[src/rtl/ext_pwr_ctrl_pkg.sv]
// Shared types for the external power-domain sequencer: state encoding,
// the bundle of domain control bits and the per-state control table.
package ext_pwr_ctrl_pkg;

  typedef enum logic [3:0] {
    OFF        = 4'd0,
    ON_SWITCH  = 4'd1,
    ON_RST     = 4'd2,
    ON_ISO     = 4'd3,
    ON_CLK     = 4'd4,
    ON         = 4'd5,
    OFF_CLK    = 4'd6,
    OFF_ISO    = 4'd7,
    OFF_RST    = 4'd8,
    OFF_SWITCH = 4'd9
  } pwr_state_e;

  typedef struct packed {
    logic switch_n;
    logic iso_n;
    logic rst_n;
    logic clkgate_en_n;
    logic ram_retentive_n;
  } pwr_ctrl_out_t;

  localparam pwr_ctrl_out_t PWR_CTRL_OUT_RST = '{
    switch_n:        1'b1,
    iso_n:           1'b0,
    rst_n:           1'b0,
    clkgate_en_n:    1'b0,
    ram_retentive_n: 1'b1
  };

  function automatic int unsigned max_u(input int unsigned a, input int unsigned b);
    return (a > b) ? a : b;
  endfunction

  function automatic logic is_step_state(input logic [3:0] state);
    logic res;
    case (state)
      ON_RST, ON_ISO, ON_CLK, OFF_CLK, OFF_ISO, OFF_RST: res = 1'b1;
      default:                                          res = 1'b0;
    endcase
    return res;
  endfunction

  // Control bits owned by each state; retention is only honoured while ON.
  function automatic pwr_ctrl_out_t ctrl_for_state(input logic [3:0] state, input logic ret_req);
    pwr_ctrl_out_t c;
    c = PWR_CTRL_OUT_RST;
    case (state)
      ON_SWITCH: begin
        c.switch_n = 1'b0;
      end
      ON_RST, OFF_ISO: begin
        c.switch_n = 1'b0;
        c.rst_n    = 1'b1;
      end
      ON_ISO, OFF_CLK: begin
        c.switch_n = 1'b0;
        c.rst_n    = 1'b1;
        c.iso_n    = 1'b1;
      end
      ON_CLK: begin
        c.switch_n     = 1'b0;
        c.rst_n        = 1'b1;
        c.iso_n        = 1'b1;
        c.clkgate_en_n = 1'b1;
      end
      ON: begin
        c.switch_n        = 1'b0;
        c.rst_n           = 1'b1;
        c.iso_n           = 1'b1;
        c.clkgate_en_n    = 1'b1;
        c.ram_retentive_n = ~ret_req;
      end
      OFF_RST: begin
        c.switch_n = 1'b0;
      end
      default: begin
        c = PWR_CTRL_OUT_RST;
      end
    endcase
    return c;
  endfunction

endpackage

[src/rtl/ext_power_domain_ctrl_ack_sync.sv]
// Two-flop synchronizer for the asynchronous power-switch acknowledge.
module pwr_ack_sync #(
  parameter logic RST_VAL = 1'b1
) (
  input  logic clk_i,
  input  logic rst_ni,
  input  logic d_i,
  output logic q_o
);

  logic [1:0] sync_r;

  // Shift the raw ack through two flops before it reaches any logic.
  always_ff @(posedge clk_i or negedge rst_ni) begin
    if (!rst_ni) begin
      sync_r <= {2{RST_VAL}};
    end else begin
      sync_r <= {sync_r[0], d_i};
    end
  end

  assign q_o = sync_r[1];

endmodule

[src/rtl/ext_power_domain_ctrl.sv]
// Power sequencer for one external domain: switch, reset, isolation, clock gate
// and RAM retention are driven in a fixed order, with a sticky ack-timeout flag.
module ext_power_domain_ctrl
  import ext_pwr_ctrl_pkg::*;
#(
  parameter int unsigned STEP_CYCLES = 4,
  parameter int unsigned ACK_TIMEOUT = 256,
  parameter int unsigned CNT_W       = $clog2(max_u(STEP_CYCLES, ACK_TIMEOUT)) + 1
) (
  input  logic       clk_i,
  input  logic       rst_ni,
  input  logic       pwr_on_req_i,
  input  logic       ret_req_i,
  input  logic       switch_ack_ni,
  input  logic       err_clr_i,
  output logic       switch_n_o,
  output logic       iso_n_o,
  output logic       rst_n_o,
  output logic       clkgate_en_n_o,
  output logic       ram_retentive_n_o,
  output logic       pwr_on_o,
  output logic       busy_o,
  output logic       timeout_o,
  output logic [3:0] state_o
);

  localparam logic [CNT_W-1:0] CNT_ZERO  = {CNT_W{1'b0}};
  localparam logic [CNT_W-1:0] CNT_ONE   = {{(CNT_W-1){1'b0}}, 1'b1};
  localparam logic [CNT_W-1:0] STEP_LOAD = CNT_W'(STEP_CYCLES - 1);
  localparam logic [CNT_W-1:0] ACK_LAST  = CNT_W'(ACK_TIMEOUT - 1);
  localparam logic [CNT_W-1:0] ACK_SAT   = CNT_W'(ACK_TIMEOUT);

  logic [3:0]       state_r, state_nxt_s;
  logic [CNT_W-1:0] cnt_r, cnt_nxt_s;
  pwr_ctrl_out_t    ctrl_r, ctrl_nxt_s;
  logic             pwr_on_r, busy_r, timeout_r;
  logic             ack_n_s, ack_wait_s, step_done_s, timeout_set_s;

  pwr_ack_sync #(.RST_VAL(1'b1)) u_ack_sync (
    .clk_i  (clk_i),
    .rst_ni (rst_ni),
    .d_i    (switch_ack_ni),
    .q_o    (ack_n_s)
  );

  assign step_done_s   = (cnt_r == CNT_ZERO);
  assign ack_wait_s    = ((state_r == ON_SWITCH) && ack_n_s) ||
                         ((state_r == OFF_SWITCH) && !ack_n_s);
  // Fires once per wait: the counter only passes ACK_LAST on its way to saturation.
  assign timeout_set_s = ack_wait_s && (cnt_r == ACK_LAST);
  assign ctrl_nxt_s    = ctrl_for_state(state_nxt_s, ret_req_i);

  // Sequencing FSM; requests are only looked at in OFF and ON.
  always_comb begin
    state_nxt_s = state_r;
    case (state_r)
      OFF:        if (pwr_on_req_i) state_nxt_s = ON_SWITCH;  else state_nxt_s = OFF;
      ON_SWITCH:  if (!ack_n_s)     state_nxt_s = ON_RST;     else state_nxt_s = ON_SWITCH;
      ON_RST:     if (step_done_s)  state_nxt_s = ON_ISO;     else state_nxt_s = ON_RST;
      ON_ISO:     if (step_done_s)  state_nxt_s = ON_CLK;     else state_nxt_s = ON_ISO;
      ON_CLK:     if (step_done_s)  state_nxt_s = ON;         else state_nxt_s = ON_CLK;
      ON:         if (!pwr_on_req_i) state_nxt_s = OFF_CLK;   else state_nxt_s = ON;
      OFF_CLK:    if (step_done_s)  state_nxt_s = OFF_ISO;    else state_nxt_s = OFF_CLK;
      OFF_ISO:    if (step_done_s)  state_nxt_s = OFF_RST;    else state_nxt_s = OFF_ISO;
      OFF_RST:    if (step_done_s)  state_nxt_s = OFF_SWITCH; else state_nxt_s = OFF_RST;
      OFF_SWITCH: if (ack_n_s)      state_nxt_s = OFF;        else state_nxt_s = OFF_SWITCH;
      default:                      state_nxt_s = OFF;
    endcase
  end

  // Shared counter: dwell countdown in step states, saturating up-count in ack waits.
  always_comb begin
    cnt_nxt_s = cnt_r;
    if (state_nxt_s != state_r) begin
      if (is_step_state(state_nxt_s)) begin
        cnt_nxt_s = STEP_LOAD;
      end else begin
        cnt_nxt_s = CNT_ZERO;
      end
    end else if ((state_r == ON_SWITCH) || (state_r == OFF_SWITCH)) begin
      if (cnt_r != ACK_SAT) begin
        cnt_nxt_s = cnt_r + CNT_ONE;
      end else begin
        cnt_nxt_s = cnt_r;
      end
    end else if (cnt_r != CNT_ZERO) begin
      cnt_nxt_s = cnt_r - CNT_ONE;
    end else begin
      cnt_nxt_s = cnt_r;
    end
  end

  // State, counter and all status/control outputs register the next-state view.
  always_ff @(posedge clk_i or negedge rst_ni) begin
    if (!rst_ni) begin
      state_r  <= OFF;
      cnt_r    <= CNT_ZERO;
      ctrl_r   <= PWR_CTRL_OUT_RST;
      pwr_on_r <= 1'b0;
      busy_r   <= 1'b0;
    end else begin
      state_r  <= state_nxt_s;
      cnt_r    <= cnt_nxt_s;
      ctrl_r   <= ctrl_nxt_s;
      pwr_on_r <= (state_nxt_s == ON);
      busy_r   <= (state_nxt_s != OFF) && (state_nxt_s != ON);
    end
  end

  // Sticky timeout flag; a set in the same cycle as a clear takes priority.
  always_ff @(posedge clk_i or negedge rst_ni) begin
    if (!rst_ni) begin
      timeout_r <= 1'b0;
    end else if (timeout_set_s) begin
      timeout_r <= 1'b1;
    end else if (err_clr_i) begin
      timeout_r <= 1'b0;
    end else begin
      timeout_r <= timeout_r;
    end
  end

  assign switch_n_o        = ctrl_r.switch_n;
  assign iso_n_o           = ctrl_r.iso_n;
  assign rst_n_o           = ctrl_r.rst_n;
  assign clkgate_en_n_o    = ctrl_r.clkgate_en_n;
  assign ram_retentive_n_o = ctrl_r.ram_retentive_n;
  assign pwr_on_o          = pwr_on_r;
  assign busy_o            = busy_r;
  assign timeout_o         = timeout_r;
  assign state_o           = state_r;

endmodule

[config.mk]
export PLATFORM = sky130hd
export DESIGN_NAME = ext_power_domain_ctrl
export DESIGN_NICKNAME = d
export VERILOG_FILES = /design/src/rtl/ext_pwr_ctrl_pkg.sv /design/src/rtl/ext_power_domain_ctrl_ack_sync.sv /design/src/rtl/ext_power_domain_ctrl.sv
export SDC_FILE = /design/constraint.sdc
export NUM_CORES = 1
export LEC_CHECK = 0
export BUFFER_PORTS_ARGS = -buffer_cell sky130_fd_sc_hd__buf_2
export CORE_MARGIN = 2
export CORE_UTILIZATION = 55
export CTS_CLUSTER_SIZE = 8
export DETAILED_ROUTE_END_ITERATION = 8
export GPL_TIMING_DRIVEN = 0
export PLACE_DENSITY = 0.86
export SLEW_MARGIN = 20
export SYNTH_ARGS = -nofsm -noshare
export SYNTH_HDL_FRONTEND = slang
export SYNTH_SLANG_ARGS = --single-unit
[constraint.sdc]
create_clock -name clk_i -period 3.97 [get_ports clk_i]
set_input_delay 0.5955 -clock clk_i [delete_from_list [all_inputs] [get_ports clk_i]]
set_output_delay 0.5955 -clock clk_i [all_outputs]
set_load 0.01 [all_outputs]
==> impl_metrics.yaml <==
outcome:
  outcome: "finished, final reports clean"
logic_synthesis:
  ys_ff_latch: 23
  yosys-top-cells-count: "dfrtp_1 (19), nor3_1 (13), inv_1 (10)"
  ys_top_cells_by_area: "dfrtp_1 (33%), dfstp_2 (7.2%), ha_1 (6.0%), nor3_1 (4.5%), inv_1 (2.6%)"
  synth.most_common_cell: "dfrtp_1"
  ys_types: 48
  syn_inst: 149
  synth_top_area_share_pct: 32.73
  ys_seq_area_share_pct: 39.97
  synth_flop_cell: "dfrtp_1"
  yosysTopAreaCell: "dfrtp_1"
  syn-cell-area_sq_um: 1453
  syn-num-nets: 163
  avgSynthCellArea_sq_um: 9.749
  yosysWarnings: 0
  synth_edf_count: 0
  async_reset_ff_share_pct: 100.0
clock_network:
  clock_latency_ns: 0.31
  cts_buffers: 3
  cts_buffer_depth: 2
  cts_root_buf: "clkbuf_4"
  clkTransAtPathRegs_ns: 0.13
  cts_tree: "yes"
  postCtsSetupBuffers: 0
  cts.sinks: 23
  cts_hold_buf: 0
  cts_resized: 0
  htree_num_levels: 1
power_and_ir_drop:
  p_int_uw: 630.3
  cellPowerDensity_nw_per_um2: 698.7
  p_clk_share_pct: 9.7
  p_comb_share_pct: 57.4
  seqPwrFrac_pct: 32.9
  p_switching_uw: 488.8
  swShare_pct: 43.68
  max-vdd-ir-drop_uv: 502.3
  leakage_nw: 0.6736
die:
  die-width_um: 55.39
  io_pins: 18
  initial_core_util_pct: 58.11
  design.die.area_sq_um: 3068
  coreArea_sq_um: 2500
  row_count: 18
  die_y_um: 55.39
timing:
  slew_viol_final: 0
  fin_crit_ns: 3.597
  hold_viol_final: 0
  setup_viol: 0
  worst_slack_ns: 0.3725
  holdWs_ns: 0.2289
  tightest_slew_ns: 0.7446
  max_freq_mhz: 278.0
  max_slew_margin_pct: 49.08
  finalCritPeriodShare_pct: 90.62
  clock-skew-final_ns: 0.008622
  fin_tns_setup_ns: 0
  rsz0062_at_grt: "false"
place:
  port-buffer-count: 17
  dp_hpwl_mm: 2.439
  gp_congestion: 0.9478
  dpl_worst_slack_ns: 0.5243
routing:
  drt_first_iter_violations: 36
  routed_wl_mm: 3.189
  route.vias.total: 1253
  ant_nets: 0
  drtPass1Iterations: 4
  viasPerCell: 6.265
  wire_per_inst_um: 15.95
  drc: 0
worst_setup_path:
  critPathTopFamily: "compound AO/OA/AOI/OAI gates"
  slowest_delay_ns: 0.73
  cp.arrival_ns: 3.83
  critPathBufInv: 2
  cp_cell_sequence: "clkbuf_1, nor3b_2, inv_1, ha_1, a211oi_1, o21ai_0, a2111oi_0, nor4_1, nor4_1"
  cp-start-kind: "flip-flop"
  r2r-start: "state_o[0]"
  setup.worst_path.end: "cnt_r[7]"
  r2r_slack_ns: 0.37
  crit_fanout: 10
  worst_path_max_delay_cell: "a2111oi_0"
  end_kind: "flip-flop"
  worst_r2r_endpoint: "cnt_r[7]"
  crit_start: "state_o[0]"
  path_common_cell: "nor4_1"
  critical_path_depth: 9
  worstRegToRegCells: 9
  worstSetupPathType: "flip-flop to flip-flop"
  cp_data_required_time_ns: 4.20
hold_path:
  hp-class: "input pin to async pin"
grt:
  grt_use_total_pct: 22.77
  grt_pass1_vias: 1262
  grt_pass1_wl_mm: 5.623
  antenna_found_initial: 0
  grt_use_met2_pct: 38.10
  grt_overflow: 0
  grt_max_degree: 24
  gr-max-usage-layer: "met2"
  met3_usage_pct: 3.279
  gr-usage-met1_pct: 29.76
final_layout:
  nNetsFinal: 185
  area_growth_pct: 10.25
  drive_gt1_share_pct: 21.18
  diodes: 0
  nFillCells: 207
run:
  maxCapViolCount: 0
worst register-to-register path, cell delays in order, from the launching register on:
cell,delay (ns)
dfrtp_1,0.38
clkbuf_1,0.34
nor3b_2,0.50
inv_1,0.30
ha_1,0.38
a211oi_1,0.33
o21ai_0,0.19
a2111oi_0,0.73
nor4_1,0.13
nor4_1,0.25
worst min-delay path by stage:
stage,slack [ns],endpoint,startpoint,depth (start not counted)
floorplan,0.30,busy_o,rst_ni,0
global placement,0.35,u_ack_sync.sync_r[1],u_ack_sync.sync_r[0],0
detailed placement,0.35,u_ack_sync.sync_r[1],u_ack_sync.sync_r[0],0
CTS,0.25,rst_n_o,rst_ni,1
global route,0.26,pwr_on_o,rst_ni,1
finish,0.23,rst_n_o,rst_ni,1
layout make-up:
class	count	area, sq um	area share [%]
plain buffers	5	18.77	1.172
clock buffers	4	26.28	1.641
inverters	10	37.54	2.344
multi-input cells	111	815.8	50.94
flip-flops and latches	23	580.6	36.25
well taps	30	37.54	2.344
repair buffers	17	85.08	5.312
registers in the layout, summed over array words and instances (netlist names):
| name | flops |
|---|---|
| busy_o | 1 |
| clkgate_en_n_o | 1 |
| cnt_r | 9 |
| iso_n_o | 1 |
| pwr_on_o | 1 |
| ram_retentive_n_o | 1 |
| rst_n_o | 1 |
| state_o | 4 |
| switch_n_o | 1 |
| timeout_o | 1 |
| u_ack_sync.sync_r | 2 |
per-layer routing:
metal / wire length (um) / up-vias / share of wire [%]
met2: 1572 / 53 / 49
met3: 185 / 7 / 5.8
met1: 1368 / 597 / 43
met5: 0 / - / 0
met4: 62 / 0 / 1.9
li1: - / 596 / -
stage by stage:
step                util [%]  instances  cell area [sq um]  power (mW)
floorplan                  -        149               1453      0.8540
global placement       63.01        196               1575      0.9661
detailed placement     63.01        196               1575       1.005
CTS                    64.06        200               1602       1.115
global route           64.06        200               1602       1.216
finish                 64.06        200               1602       1.119
power by group through the flow:
stage / clock network [mW] / logic, mW / registers (mW)
2_1_floorplan: 0 / 0.485 / 0.369
3_3_place_gp: 0 / 0.599 / 0.367
3_5_place_dp: 0 / 0.634 / 0.371
4_1_cts: 0.110 / 0.638 / 0.367
5_1_grt: 0.117 / 0.723 / 0.376
6_report: 0.108 / 0.643 / 0.368
kinds of logic (layout without fill, tap and decap cells):
| family | Yosys count | count (layout) | share of synthesized area, % |
|---|---|---|---|
| compound gates | 34 | 34 | 17.74 |
| xor+xnor | 6 | 6 | 3.618 |
| fa+ha+maj | 9 | 9 | 8.182 |
| buf+inv | 15 | 36 | 3.876 |
| flops | 23 | 23 | 39.97 |
| mux | 4 | 4 | 2.842 |
| simple gates | 58 | 58 | 23.77 |
cells in the final DEF (no fill, tap or decap), types with 4 or more instances in the layout:
cell type	synthesis	layout
dfstp_2	4	4
nor2b_1	4	4
nor2_1	8	8
o21ai_0	7	7
buf_2	0	17
inv_1	10	10
ha_1	7	7
dfrtp_1	19	19
nor4_1	5	5
nand2_1	7	7
nor3_1	13	13
a21oi_1	5	5
clkbuf_1	5	6
(Power assumes the default switching activity.)
